### config.mk
export PLATFORM = sky130hd
export DESIGN_NAME = load_m_strided
export DESIGN_NICKNAME = d
export VERILOG_FILES = /design/src/rtl/load_m_pkg.sv /design/src/rtl/load_m_addr_gen.sv /design/src/rtl/load_m_strided.sv
export SDC_FILE = /design/constraint.sdc
export NUM_CORES = 1
export LEC_CHECK = 0
export CAP_MARGIN = 20
export CELL_PAD_IN_SITES_DETAIL_PLACEMENT = 0
export CELL_PAD_IN_SITES_GLOBAL_PLACEMENT = 2
export CORE_MARGIN = 4
export CORE_UTILIZATION = 35
export CTS_BUF_LIST = sky130_fd_sc_hd__clkbuf_8 sky130_fd_sc_hd__clkbuf_16
export DETAILED_ROUTE_END_ITERATION = 8
export PLACE_DENSITY = 0.85
export SYNTH_ARGS = -nofsm -noshare
export SYNTH_HDL_FRONTEND = slang
export SYNTH_SLANG_ARGS = --single-unit
### constraint.sdc
create_clock -name clk -period 10.06 [get_ports clk]
set_input_delay 2.515 -clock clk [delete_from_list [all_inputs] [get_ports clk]]
set_output_delay 2.515 -clock clk [all_outputs]
set_load 0.02 [all_outputs]
### src/rtl/load_m_pkg.sv
// load_m_pkg: state encoding, default widths and helpers for load_m_strided.
package load_m_pkg;

    localparam int DEF_TILE_WIDTH = 256;
    localparam int DEF_DATA_WIDTH = 8;
    localparam int DEF_ADDR_WIDTH = 24;
    localparam int DEF_DIM_WIDTH  = 10;

    typedef enum logic [2:0] {IDLE, FETCH, WAIT, EMIT, DONE} state_t;

    // Integer ceiling division; den is always a nonzero elaboration constant here.
    function automatic int unsigned ceil_div(input int unsigned num, input int unsigned den);
        return (num + den - 1) / den;
    endfunction

endpackage

### src/rtl/load_m_addr_gen.sv
// load_m_addr_gen: walks rows/tiles/lanes of a latched command and drives the
// memory read port. Padding lanes (column >= cols) suppress the read.
module load_m_addr_gen
    import load_m_pkg::*;
#(
    parameter int ADDR_WIDTH = DEF_ADDR_WIDTH,
    parameter int DIM_WIDTH  = DEF_DIM_WIDTH,
    parameter int ELEMS      = DEF_TILE_WIDTH / DEF_DATA_WIDTH,
    localparam int LW        = (ELEMS > 1) ? $clog2(ELEMS) : 1
) (
    input  logic                  clk,
    input  logic                  rst_n,
    input  logic                  load,
    input  logic                  slot,
    input  logic                  next_tile,
    input  logic [ADDR_WIDTH-1:0] dram_addr,
    input  logic [DIM_WIDTH-1:0]  rows,
    input  logic [DIM_WIDTH-1:0]  cols,
    input  logic [DIM_WIDTH-1:0]  stride,
    output logic                  mem_re,
    output logic [ADDR_WIDTH-1:0] mem_addr,
    output logic [LW-1:0]         lane,
    output logic                  pad,
    output logic                  lane_end,
    output logic                  last_col,
    output logic                  last
);

    // Column counter must cover cols rounded up to a whole tile.
    localparam int CW = DIM_WIDTH + LW + 1;
    localparam int TW = DIM_WIDTH + 1;

    logic [DIM_WIDTH-1:0]  rows_q, cols_q, pitch_q, row_q;
    logic [TW-1:0]         tile_q, tiles_per_row;
    logic [CW-1:0]         col_base, col;
    logic [ADDR_WIDTH-1:0] base;

    assign tiles_per_row = TW'(ceil_div(32'(cols_q), 32'(ELEMS)));
    assign col           = col_base + CW'(lane);
    assign pad           = col >= CW'(cols_q);
    assign mem_re        = slot && !pad;
    assign mem_addr      = mem_re ? base + ADDR_WIDTH'(col) : '0;
    assign lane_end      = lane == LW'(ELEMS - 1);
    assign last_col      = tile_q == tiles_per_row - TW'(1);
    assign last          = last_col && (row_q == rows_q - DIM_WIDTH'(1));

    // Latch the command, sweep lanes during fetch, step tile/row on each handshake.
    always_ff @(posedge clk or negedge rst_n) begin
        if (!rst_n) begin
            rows_q   <= '0;
            cols_q   <= '0;
            pitch_q  <= '0;
            row_q    <= '0;
            tile_q   <= '0;
            col_base <= '0;
            base     <= '0;
            lane     <= '0;
        end else if (load) begin
            rows_q   <= rows;
            cols_q   <= cols;
            pitch_q  <= (stride == '0) ? cols : stride;
            row_q    <= '0;
            tile_q   <= '0;
            col_base <= '0;
            base     <= dram_addr;
            lane     <= '0;
        end else begin
            if (slot)
                lane <= lane_end ? '0 : lane + LW'(1);
            if (next_tile) begin
                if (last_col) begin
                    row_q    <= row_q + DIM_WIDTH'(1);
                    base     <= base + ADDR_WIDTH'(pitch_q);
                    tile_q   <= '0;
                    col_base <= '0;
                end else begin
                    tile_q   <= tile_q + TW'(1);
                    col_base <= col_base + CW'(ELEMS);
                end
            end
        end
    end

endmodule

### src/rtl/load_m_strided.sv
// load_m_strided: strided matrix loader emitting zero-padded row tiles over
// valid/ready. Define LOAD_M_DIM_CHECK_EN to reject zero dimensions and
// overlapping strides with an err pulse instead of honouring them.
module load_m_strided
    import load_m_pkg::*;
#(
    parameter int TILE_WIDTH = DEF_TILE_WIDTH,
    parameter int DATA_WIDTH = DEF_DATA_WIDTH,
    parameter int ADDR_WIDTH = DEF_ADDR_WIDTH,
    parameter int DIM_WIDTH  = DEF_DIM_WIDTH
) (
    input  logic                  clk,
    input  logic                  rst_n,
    input  logic                  start,
    input  logic [ADDR_WIDTH-1:0] dram_addr,
    input  logic [DIM_WIDTH-1:0]  rows,
    input  logic [DIM_WIDTH-1:0]  cols,
    input  logic [DIM_WIDTH-1:0]  stride,
    output logic                  mem_re,
    output logic [ADDR_WIDTH-1:0] mem_addr,
    input  logic [DATA_WIDTH-1:0] mem_rdata,
    output logic [TILE_WIDTH-1:0] tile_data,
    output logic                  tile_valid,
    input  logic                  tile_ready,
    output logic                  tile_last_col,
    output logic                  tile_last,
    output logic                  busy,
    output logic                  done,
    output logic                  err
);

    localparam int ELEMS = TILE_WIDTH / DATA_WIDTH;
    localparam int LW    = (ELEMS > 1) ? $clog2(ELEMS) : 1;

    state_t                              state, state_n;
    logic                                dim_bad, load, slot, next_tile;
    logic [LW-1:0]                       lane, wr_lane;
    logic                                pad, lane_end, ag_last_col, ag_last;
    logic                                wr_en, wr_pad, last_col_q, last_q;
    logic [ELEMS-1:0][DATA_WIDTH-1:0]    tile_q;

    assign load          = (state == IDLE) && start;
    assign slot          = state == FETCH;
    assign next_tile     = (state == EMIT) && tile_ready;
    assign tile_valid    = state == EMIT;
    assign busy          = (state == FETCH) || (state == WAIT) || (state == EMIT);
    assign done          = state == DONE;
    assign tile_data     = tile_q;
    assign tile_last_col = tile_valid && last_col_q;
    assign tile_last     = tile_valid && last_q;

    // Commands that produce no reads go straight to DONE.
    always_comb begin
        dim_bad = (rows == '0) || (cols == '0);
`ifdef LOAD_M_DIM_CHECK_EN
        if ((stride != '0) && (stride < cols))
            dim_bad = 1'b1;
`endif
    end

    load_m_addr_gen #(
        .ADDR_WIDTH (ADDR_WIDTH),
        .DIM_WIDTH  (DIM_WIDTH),
        .ELEMS      (ELEMS)
    ) u_addr_gen (
        .clk       (clk),
        .rst_n     (rst_n),
        .load      (load),
        .slot      (slot),
        .next_tile (next_tile),
        .dram_addr (dram_addr),
        .rows      (rows),
        .cols      (cols),
        .stride    (stride),
        .mem_re    (mem_re),
        .mem_addr  (mem_addr),
        .lane      (lane),
        .pad       (pad),
        .lane_end  (lane_end),
        .last_col  (ag_last_col),
        .last      (ag_last)
    );

    // State register.
    always_ff @(posedge clk or negedge rst_n) begin
        if (!rst_n) state <= IDLE;
        else        state <= state_n;
    end

    // Next-state: fetch a tile, let the final read land, hold it until accepted.
    always_comb begin
        state_n = state;
        case (state)
            IDLE:  if (start) state_n = dim_bad ? DONE : FETCH;
            FETCH: if (lane_end) state_n = WAIT;
            WAIT:  state_n = EMIT;
            EMIT:  if (tile_ready) state_n = ag_last ? DONE : FETCH;
            DONE:  state_n = IDLE;
            default: state_n = IDLE;
        endcase
    end

    // Delay lane/pad by one cycle to line up with the read data.
    always_ff @(posedge clk or negedge rst_n) begin
        if (!rst_n) begin
            wr_en   <= 1'b0;
            wr_pad  <= 1'b0;
            wr_lane <= '0;
        end else begin
            wr_en   <= slot;
            wr_pad  <= pad;
            wr_lane <= lane;
        end
    end

    // Tile register: each lane gets read data or zero padding.
    always_ff @(posedge clk or negedge rst_n) begin
        if (!rst_n)
            tile_q <= '0;
        else if (wr_en)
            tile_q[wr_lane] <= wr_pad ? '0 : mem_rdata;
    end

    // Capture the row/command end flags alongside the completed tile.
    always_ff @(posedge clk or negedge rst_n) begin
        if (!rst_n) begin
            last_col_q <= 1'b0;
            last_q     <= 1'b0;
        end else if (state == WAIT) begin
            last_col_q <= ag_last_col;
            last_q     <= ag_last;
        end
    end

`ifdef LOAD_M_DIM_CHECK_EN
    // One-cycle error pulse for a rejected command, coincident with DONE.
    always_ff @(posedge clk or negedge rst_n) begin
        if (!rst_n) err <= 1'b0;
        else        err <= load && dim_bad;
    end
`else
    assign err = 1'b0;
`endif

endmodule

======== After elaboration in Yosys (flattened, before gate mapping) ========
Cells that the tools add are included.
storage, ports and cells
  register bits ........................... 364
  bits in latches ......................... 0
  bits in writable memories ............... 0
  ROM bits ................................ 0
  input port bits ......................... 66
  output and inout bits ................... 287
  logic and storage cells ................. 117
  memories kept ........................... 0
operators by class
  $add $sub $neg .......................... 11
  multipliers ............................. 0
  div/mod/pow operators ................... 0
  magnitude comparators ................... 3
  eq/ne operators ......................... 10
  shifts and indexed selects .............. 0
  muxes and demuxes ....................... 27
  bitwise logic cells ..................... 0
  reductions and logical operators ........ 20
operators by type and width
  kind                                                number
  bitwise mux 256 bit                                 1
  two-way mux 24 bit                                  4
  two-way mux 16 bit                                  3
  demux 8 bit (select 5 bit)                          1
  two-way mux 10 bit                                  4
  two-way mux 11 bit                                  3
  zero test 10 bit                                    3
  adder 24 x 10 -> 24 bit                             1
  adder 24 x 16 -> 24 bit                             1
  adder 16 x 5 -> 16 bit                              1
  adder 16 x 6 -> 16 bit, second input constant       1
  greater-or-equal comparator 16 x 10 -> 1 bit        1
  two-way mux 8 bit                                   2
  subtractor 16 x 1 -> 16 bit, second input constant  1
  two-way mux 3 bit                                   5
  two-way mux 5 bit                                   3
  one-hot mux 3 bit (4 select lines)                  1
  adder 10 x 6 -> 11 bit, second input constant       1
  adder 11 x 1 -> 11 bit, second input constant       1
  equality test 11 bit                                1
  subtractor 11 x 1 -> 11 bit, second input constant  1
  adder 10 x 1 -> 10 bit, second input constant       1
  equality test 10 bit                                1
  subtractor 10 x 1 -> 10 bit, second input constant  1
  other kinds (16)                                    28

======== Longest topological paths before layout ========
Gate-level depths: netlist of the first run.
  depth after elaboration ................. 8
  gate-level depth with buffers ........... 17
  mapped depth without buffers ............ 15

======== Cells and area by module ========
From an unflattened synthesis of the first run, not the netlist that was laid out.
unflattened totals
  cells, all modules ...................... 1595
  area, all modules ....................... 16918.7 sq um
by module, submodules not included
  module           times used  cells an instance  area an instance (sq um)  seq. area each (sq um)
  load_m_strided   1           795                10177.3                   6706.4
  load_m_addr_gen  1           800                6741.5                    2277.2

======== Least setup slack after synthesis of the first run ========
OpenSTA, ideal clock, no wires.
  path kind ............................... register -> output
  from .................................... reg u_addr_gen.lane[0]
  to ...................................... out mem_addr[15]
  data arrival time ....................... 2.840 ns
  required time ........................... 7.545 ns
  path slack .............................. 4.705 ns
  stages on the path, launching flop included .. 14
  buffers on the path ..................... 1
  path through ............................ dfrtp_1 > inv_1 > ha_1 > nand2b_1 > a21o_1 > a21o_1 > a21o_1 > a211oi_1 > o21bai_1 > a21oi_1 > o41ai_1 > or2_2 > clkbuf_1 > nor3b_1
between the ends
  word-level cells in the longest chain between the ends .. 5
  elaborated cells on any way between the ends .. 6
  those cells by class .................... add/sub: 2; order compare: 1; mux: 1; reduce/logical: 2
RTL lines
  what                                          RTL line               RTL
  from (decl)                                   load_m_addr_gen.sv:22  output logic [LW-1:0] lane,
  from (signal assigned)                        load_m_addr_gen.sv:69  lane <= lane_end ? '0 : lane + LW'(1);
  adder 16 x 5 -> 16 bit                        load_m_addr_gen.sv:39  assign col = col_base + CW'(lane);
  greater-or-equal comparator 16 x 10 -> 1 bit  load_m_addr_gen.sv:40  assign pad = col >= CW'(cols_q);
  via pad                                       load_m_strided.sv:38   logic pad, lane_end, ag_last_col, ag_last;
  zero test 1 bit                               load_m_addr_gen.sv:41  assign mem_re = slot && !pad;
  logical AND 1 bit                             load_m_addr_gen.sv:41
  two-way mux 24 bit                            load_m_addr_gen.sv:42  assign mem_addr = mem_re ? base + ADDR_WIDTH'(col) : '0;
  to (decl)                                     load_m_strided.sv:20   output logic [ADDR_WIDTH-1:0] mem_addr,
The timed path passes the listed nets, and every way through them passes these cells.

======== Worst setup path in the final report of the first run ========
  from .................................... reg u_addr_gen.lane[0]
  to ...................................... out mem_addr[4]
Same word-level chain as after synthesis.

==> impl_metrics.yaml, run 1 <==
sta:
  maxClockFrequency_mhz: 149.9
  setup_repair_after_global_routing_missed_its_margin: "no"
  totalNegativeSetupSlack_ns: 0
  finalCritPeriodShare: 0.6633
  fin_worst_skew_ns: 0.01462
  final-max-slew-violation-count: 0
  timing.final.setup_violations: 0
  final_hold_viol_count: 0
  actual_transition_at_the_worst_max_transition_pin_ns: 1.080
  timing.final.crit_period_ns: 6.673
  worst_slew_margin_rel: 0.2767
  holdWs_ns: 0.4758
placed_design:
  gp_congestion: 0.8380
  numPortBuffers: 351
  dpl-instance-area_um2: 21070
  dp.final_hpwl_um: 38160
drt:
  maxUsedRoutingLayer: "met4"
  drtPass1Iterations: 5
  vias: 13107
  routedWlPerCell_um: 20.08
  wl_um: 52020
  number_of_design_rule_violations_left_after_detail_routing: 0
  ant_nets: 0
  met2RoutedLength_um: 24840
  met3_length_um: 2502
  dr.first_iter.drc_count: 682
  vias_per_cell: 5.059
  m1WireLength_um: 23710
critical_path:
  worst_ep_required_time_ns: 7.55
  crit_arrival_ns: 4.16
  cp_max_fo: 25
  worstSetupEndpointType: "output pin"
  worstSetupStartpoint: "u_addr_gen.lane[0]"
  startpoint_type: "flip-flop"
  r2r.worst_path.cells: 15
  setup.reg_to_reg.worst_slack_ns: 5.05
  worstSetupPathType: "reg2out"
  rr_startpoint: "u_addr_gen.cols_q[2]"
  timing.rr.end: "u_addr_gen.base[1]"
global_route:
  groute.usage.overall: 0.1958
  gr-total-overflow: 0
  grt_start_max_net_pins: 175
  via_count_of_the_first_global_routing_pass: 13235
  grt_antenna_before_repair: 0
  grt_pass1_wl_um: 81410
finish:
  share_of_final_layout_standard_cells_stronger_than_drive_strength_1: 0.1301
  final_cell_area_um2: 22540
  flow.area_growth_from_synthesis_pct: 32.56
  layout.nets: 2055
  num_antenna_cells: 0
  filler_cell_count: 4490
hold_path:
  min-delay-path-class: "reg2reg"
  min_delay_worst_endpoint: "last_q"
  worstHoldStart: "last_q"
  timing.hold.worst_path_depth: 2
cts:
  clock_pin_transition_on_the_worst_setup_and_hold_timing_paths_ns: 0.06
  cts_tree: "yes"
  cts_hold_buf: 0
  htree_levels: 2
  cts_setup_buffers: 0
  cts.path.max_buffers: 3
  cts-resized-gates: 0
  ctsRootBufferMaster: "sky130_fd_sc_hd__clkbuf_16"
  insertion_delay_ns: 0.56
  numClockSinks: 359
  cts_buffers: 43
floorplanning:
  fp.coreArea_um2: 47850
  floorplan.initialDensity: 0.3554
  io_pins: 353
  die_w_um: 228.4
  placement_rows: 80
  die_height_um: 228.4
  dieArea_um2: 52180
power:
  post-layout-total-power_mw: 7.478
  p_leak_nw: 10.08
  worst_supply_voltage_drop_on_vdd_mv: 0.2407
  power_density_nw_per_um2: 331.7
logic_synthesis:
  synthesis.instances: 1621
  postSynthRegisterBits: 359
  netlist.top_cell.by_area: "sky130_fd_sc_hd__dfrtp_1"
  postSynthNetCount: 1734
  synth_area_per_cell_um2: 10.49
  synth.yosys.seq_area_share: 0.5283
  synthMostInstantiatedCell: "sky130_fd_sc_hd__dfrtp_1"
  dominantRegCellSynth: "sky130_fd_sc_hd__dfrtp_1"
  yosysTopAreaCellShare: 0.5283
  cell_area_after_technology_mapping_um2: 17010
  synth_async_sr_flop_share: 1.000
  synth_edf_count: 0
  yosys_warnings: 0
  synth_cell_type_count: 78
  synth_commonest_cells: "359 x sky130_fd_sc_hd__dfrtp_1, 273 x sky130_fd_sc_hd__nand2_1, 176 x sky130_fd_sc_hd__o21ai_0"
  netlist_top_cells_area: "sky130_fd_sc_hd__dfrtp_1 53%, sky130_fd_sc_hd__mux2_2 8.6%, sky130_fd_sc_hd__nand2_1 6.0%"
outcome:
  status: "complete, no violations"
job:
  maxCapViolations: 0
metrics by stage:
stage | util | worst slack [ns] | std cells
after global placement | 0.4401 | 3.998 | 2511
after detailed placement | 0.4404 | 4.006 | 2512
after floorplan | - | 4.705 | 1621
after CTS | 0.4712 | 3.358 | 2591
after global routing | 0.4712 | 3.068 | 2591
final | 0.4712 | 3.387 | 2591
where the power goes:
group          switching [mW]  internal [mW]
Combinational            1.97           1.53
Clock                   0.631          0.967
Sequential              0.419           1.96
Total                    3.02           4.45
cells in the final DEF, fill, tap and decap left out, types with 8 or more instances in the layout:
master | netlist | final
sky130_fd_sc_hd__a21o_1 | 14 | 14
sky130_fd_sc_hd__a21oi_1 | 42 | 42
sky130_fd_sc_hd__a31oi_1 | 10 | 10
sky130_fd_sc_hd__and3_1 | 24 | 24
sky130_fd_sc_hd__buf_4 | 2 | 14
sky130_fd_sc_hd__clkbuf_16 | 0 | 44
sky130_fd_sc_hd__clkbuf_8 | 0 | 9
sky130_fd_sc_hd__clkdlybuf4s50_1 | 0 | 350
sky130_fd_sc_hd__clkinv_2 | 0 | 9
sky130_fd_sc_hd__dfrtp_1 | 359 | 359
sky130_fd_sc_hd__ha_1 | 45 | 45
sky130_fd_sc_hd__inv_1 | 27 | 34
sky130_fd_sc_hd__mux2_2 | 130 | 130
sky130_fd_sc_hd__mux2i_1 | 30 | 30
sky130_fd_sc_hd__nand2_1 | 273 | 273
sky130_fd_sc_hd__nand2b_1 | 20 | 20
sky130_fd_sc_hd__nand3_1 | 32 | 32
sky130_fd_sc_hd__nand3b_1 | 8 | 8
sky130_fd_sc_hd__nand4_1 | 8 | 8
sky130_fd_sc_hd__nor2_1 | 82 | 82
sky130_fd_sc_hd__nor2b_1 | 25 | 25
sky130_fd_sc_hd__nor3_1 | 22 | 22
sky130_fd_sc_hd__nor3b_1 | 10 | 10
sky130_fd_sc_hd__o21a_1 | 8 | 8
sky130_fd_sc_hd__o21ai_0 | 176 | 176
sky130_fd_sc_hd__o21ai_1 | 8 | 8
sky130_fd_sc_hd__or4_1 | 10 | 10
sky130_fd_sc_hd__xnor2_1 | 44 | 44
sky130_fd_sc_hd__xor2_1 | 25 | 25
state kept, by name (all words and copies together), names as in the netlist:
name                 count
tile_data              256
u_addr_gen.base         24
u_addr_gen.col_base     11
u_addr_gen.tile_q       11
u_addr_gen.cols_q       10
u_addr_gen.pitch_q      10
u_addr_gen.row_q        10
u_addr_gen.rows_q       10
u_addr_gen.lane          5
wr_lane                  5
state                    3
last_col_q               1
last_q                   1
wr_en                    1
wr_pad                   1
logic make-up (layout without fill, tap and decap cells):
logic type               count (synthesis)  in the layout  synth area share
XOR/XNOR                                72             72           0.03877
flip-flops                             359            359            0.5283
multiplexers                           161            161            0.1046
AO/OA/AOI/OAI                          304            304            0.1047
buffers and inverters                  118            473           0.02796
AND/OR/NAND/NOR                        559            559            0.1600
other                                    1              1         0.0002205
adder cells (fa/ha/maj)                 47             47           0.03546
layout make-up:
| class | count | area (um^2) | area share |
|---|---|---|---|
| Sequential cell | 359 | 8984 | 0.3985 |
| Multi-Input combinational cell | 1144 | 7560 | 0.3353 |
| Timing Repair Buffer | 367 | 3655 | 0.1621 |
| Clock buffer | 53 | 1225 | 0.05434 |
| Tap cell | 615 | 769.5 | 0.03413 |
| Clock inverter | 26 | 249.0 | 0.01105 |
| Inverter | 27 | 101.3 | 0.004496 |
critical path, cell delays in order, from the launching register on:
cell                              delay, ns
sky130_fd_sc_hd__dfrtp_1               0.49
sky130_fd_sc_hd__inv_1                 0.08
sky130_fd_sc_hd__ha_1                  0.28
sky130_fd_sc_hd__nand2b_1              0.14
sky130_fd_sc_hd__a21o_1                0.17
sky130_fd_sc_hd__a21o_1                0.16
sky130_fd_sc_hd__a21o_1                0.18
sky130_fd_sc_hd__a211oi_1              0.23
sky130_fd_sc_hd__o21bai_1              0.10
sky130_fd_sc_hd__a21oi_1               0.17
sky130_fd_sc_hd__o41ai_1               0.12
sky130_fd_sc_hd__or2_2                 0.49
sky130_fd_sc_hd__nor3_1                0.32
sky130_fd_sc_hd__clkdlybuf4s50_1       0.67
per-layer routing:
metal / global-route usage / vias to the layer above
met3: 0.04100 / 59
li1: - / 6255
met1: 0.2622 / 6465
met4: 0.04420 / 0
met5: 0 / -
met2: 0.3290 / 328
worst max path at each step:
stage	end	slack, ns	cells past startpoint
2_1_floorplan	mem_addr[15]	4.71	13
3_3_place_gp	mem_addr[17]	4.00	13
3_5_place_dp	mem_addr[4]	4.01	13
4_1_cts	mem_addr[4]	3.36	13
5_1_grt	mem_addr[4]	3.07	13
6_report	mem_addr[4]	3.39	13
No activity file was read; power rests on OpenSTA's default activity.
==> run 2, diff against run 1 <==
--- a/config.mk
+++ b/config.mk
@@ -9,10 +9,10 @@
 export CELL_PAD_IN_SITES_DETAIL_PLACEMENT = 0
 export CELL_PAD_IN_SITES_GLOBAL_PLACEMENT = 2
 export CORE_MARGIN = 4
-export CORE_UTILIZATION = 35
+export CORE_UTILIZATION = 33
 export CTS_BUF_LIST = sky130_fd_sc_hd__clkbuf_8 sky130_fd_sc_hd__clkbuf_16
 export DETAILED_ROUTE_END_ITERATION = 8
-export PLACE_DENSITY = 0.85
+export PLACE_DENSITY = 0.81
 export SYNTH_ARGS = -nofsm -noshare
 export SYNTH_HDL_FRONTEND = slang
 export SYNTH_SLANG_ARGS = --single-unit
==> constraint.sdc (replaced) <==
create_clock -name clk -period 6.3 [get_ports clk]
set_input_delay 1.575 -clock clk [delete_from_list [all_inputs] [get_ports clk]]
set_output_delay 1.575 -clock clk [all_outputs]
set_load 0.02 [all_outputs]
==> impl_metrics.yaml, run 2 (synthesized netlist as in run 1, its figures left out) <==
outcome:
  status: "complete, no violations"
critical_path:
  crit_path_frequent_cell: "sky130_fd_sc_hd__a21o_1"
  crit_path_cell_trace: "inv_1 > ha_1 > nand2b_1 > a21o_1 > a21o_1 > a21o_1 > a211oi_1 > o21bai_1 > a21oi_1 > o41ai_1 > or2_2 > nor3b_1 > clkdlybuf4s50_1"
  crit_path_slowest_cell: "sky130_fd_sc_hd__clkdlybuf4s50_1"
  worstSetupPathType: "reg2out"
  startpoint_type: "flip-flop"
  rr_startpoint: "u_addr_gen.cols_q[2]"
  setup.reg_to_reg.worst_slack_ns: 1.36
  worstSetupEndpointType: "output pin"
  crit_arrival_ns: 4.05
  timing.rr.end: "u_addr_gen.base[1]"
  critical_path.max_stage_delay_ns: 0.65
  cp_max_fo: 25
  r2r.worst_path.cells: 14
  worst_ep_required_time_ns: 4.72
drt:
  drtPass1Iterations: 4
  wl_um: 52520
  number_of_design_rule_violations_left_after_detail_routing: 0
  ant_nets: 0
  dr.first_iter.drc_count: 627
  vias_per_cell: 4.964
  routedWlPerCell_um: 19.87
  vias: 13119
cts:
  insertion_delay_ns: 0.55
  clock_pin_transition_on_the_worst_setup_and_hold_timing_paths_ns: 0.06
  cts_setup_buffers: 0
  cts-resized-gates: 0
  cts.path.max_buffers: 3
  cts_tree: "yes"
  cts_buffers: 42
  numClockSinks: 359
  cts_hold_buf: 0
  ctsRootBufferMaster: "sky130_fd_sc_hd__clkbuf_16"
  htree_levels: 2
floorplanning:
  die_height_um: 235.0
  placement_rows: 82
  die_w_um: 235.0
  floorplan.initialDensity: 0.3362
  fp.coreArea_um2: 50580
  io_pins: 353
  dieArea_um2: 55230
global_route:
  groute.usage.overall: 0.1864
  via_count_of_the_first_global_routing_pass: 13420
  grt_start_max_net_pins: 118
  grt_pass1_wl_um: 82290
  grt_antenna_before_repair: 1
  gr-total-overflow: 0
sta:
  worst_slew_margin_rel: 0.2646
  finalCritPeriodShare: 0.8928
  final-max-slew-violation-count: 0
  setup_repair_after_global_routing_missed_its_margin: "no"
  actual_transition_at_the_worst_max_transition_pin_ns: 1.094
  fin_worst_skew_ns: 0.02236
  timing.final.crit_period_ns: 5.625
  maxClockFrequency_mhz: 177.8
  final_hold_viol_count: 0
  timing.final.setup_violations: 0
  totalNegativeSetupSlack_ns: 0
hold_path:
  timing.hold.worst_path_depth: 2
  worstHoldStart: "tile_data[7]"
  min-delay-path-class: "reg2reg"
  min_delay_worst_endpoint: "tile_data[7]"
finish:
  mostFrequentLayoutCell: "sky130_fd_sc_hd__dfrtp_1"
  flow.area_growth_from_synthesis_pct: 33.09
  filler_cell_count: 4835
  largest_register_ffs: 256
  multi_input_area_um2: 7560
  seq_area_um2: 8984
  most-common-layout-cells: "359 x sky130_fd_sc_hd__dfrtp_1, 350 x sky130_fd_sc_hd__clkdlybuf4s50_1, 273 x sky130_fd_sc_hd__nand2_1, 176 x sky130_fd_sc_hd__o21ai_0, 130 x sky130_fd_sc_hd__mux2_2"
  layout.nets: 2054
  share_of_final_layout_standard_cells_stronger_than_drive_strength_1: 0.1279
power:
  p_leak_nw: 10.07
  power_density_nw_per_um2: 530.3
  post-layout-total-power_mw: 12.00
  worst_supply_voltage_drop_on_vdd_mv: 0.3140
placed_design:
  numPortBuffers: 351
  dp.final_hpwl_um: 38550
  gp_congestion: 0.8340
job:
  maxCapViolations: 0
## run 2: stage by stage
step,hold WS (ns),area (um^2),setup WS (ns),utilization,instances
after floorplan,0.3942,17010,1.885,-,1621
after global placement,0.4621,21130,1.287,0.4178,2567
after detailed placement,0.4688,21140,1.250,0.4180,2568
after CTS,0.4808,22620,0.6323,0.4472,2641
after global routing,0.4978,22630,0.3861,0.4474,2642
final,0.4741,22630,0.6753,0.4475,2643
## run 2: worst max-delay path: cells and delay by family, from the launching register on
| kind | cells | cell delay (ns) |
|---|---|---|
| compound gates | 7 | 1.12 |
| fa+ha+maj | 1 | 0.28 |
| buf+inv | 2 | 0.73 |
| flops | 1 | 0.48 |
| simple gates | 3 | 0.90 |
## run 2: how the worst max path moves through the flow
stage / startpoint / endpoint / slack (ns) / cells past startpoint
after detailed placement: u_addr_gen.lane[0] / mem_addr[4] / 1.25 / 13
after floorplan: u_addr_gen.lane[0] / mem_addr[15] / 1.89 / 13
after global routing: u_addr_gen.lane[0] / mem_addr[12] / 0.39 / 13
after global placement: u_addr_gen.lane[0] / mem_addr[4] / 1.29 / 13
after CTS: u_addr_gen.lane[0] / mem_addr[4] / 0.63 / 13
final: u_addr_gen.lane[0] / mem_addr[15] / 0.68 / 13
## run 2: power by group
part	total (mW)	switching (mW)	internal [mW]
clock	2.62	0.991	1.62
sequential	3.81	0.682	3.13
combinational	5.58	3.14	2.44
total	12.0	4.81	7.19
## run 2: layer usage
metal	vias to the layer above	part of all wire	GRT usage
li1	6259	-	-
met1	6437	0.46	0.2529
met2	351	0.47	0.3070
met3	72	0.051	0.04045
met4	0	0.021	0.04404
met5	-	0	0
## run 2: area by class of cell
| cell class | instances | share of cell area |
|---|---|---|
| multi-input cells | 1144 | 0.3340 |
| clock buffers | 48 | 0.05058 |
| repair buffers | 367 | 0.1620 |
| clock inverters | 25 | 0.01471 |
| diodes | 1 | 0.0001106 |
| inverters | 27 | 0.004478 |
| flip-flops and latches | 359 | 0.3969 |
| well taps | 672 | 0.03715 |
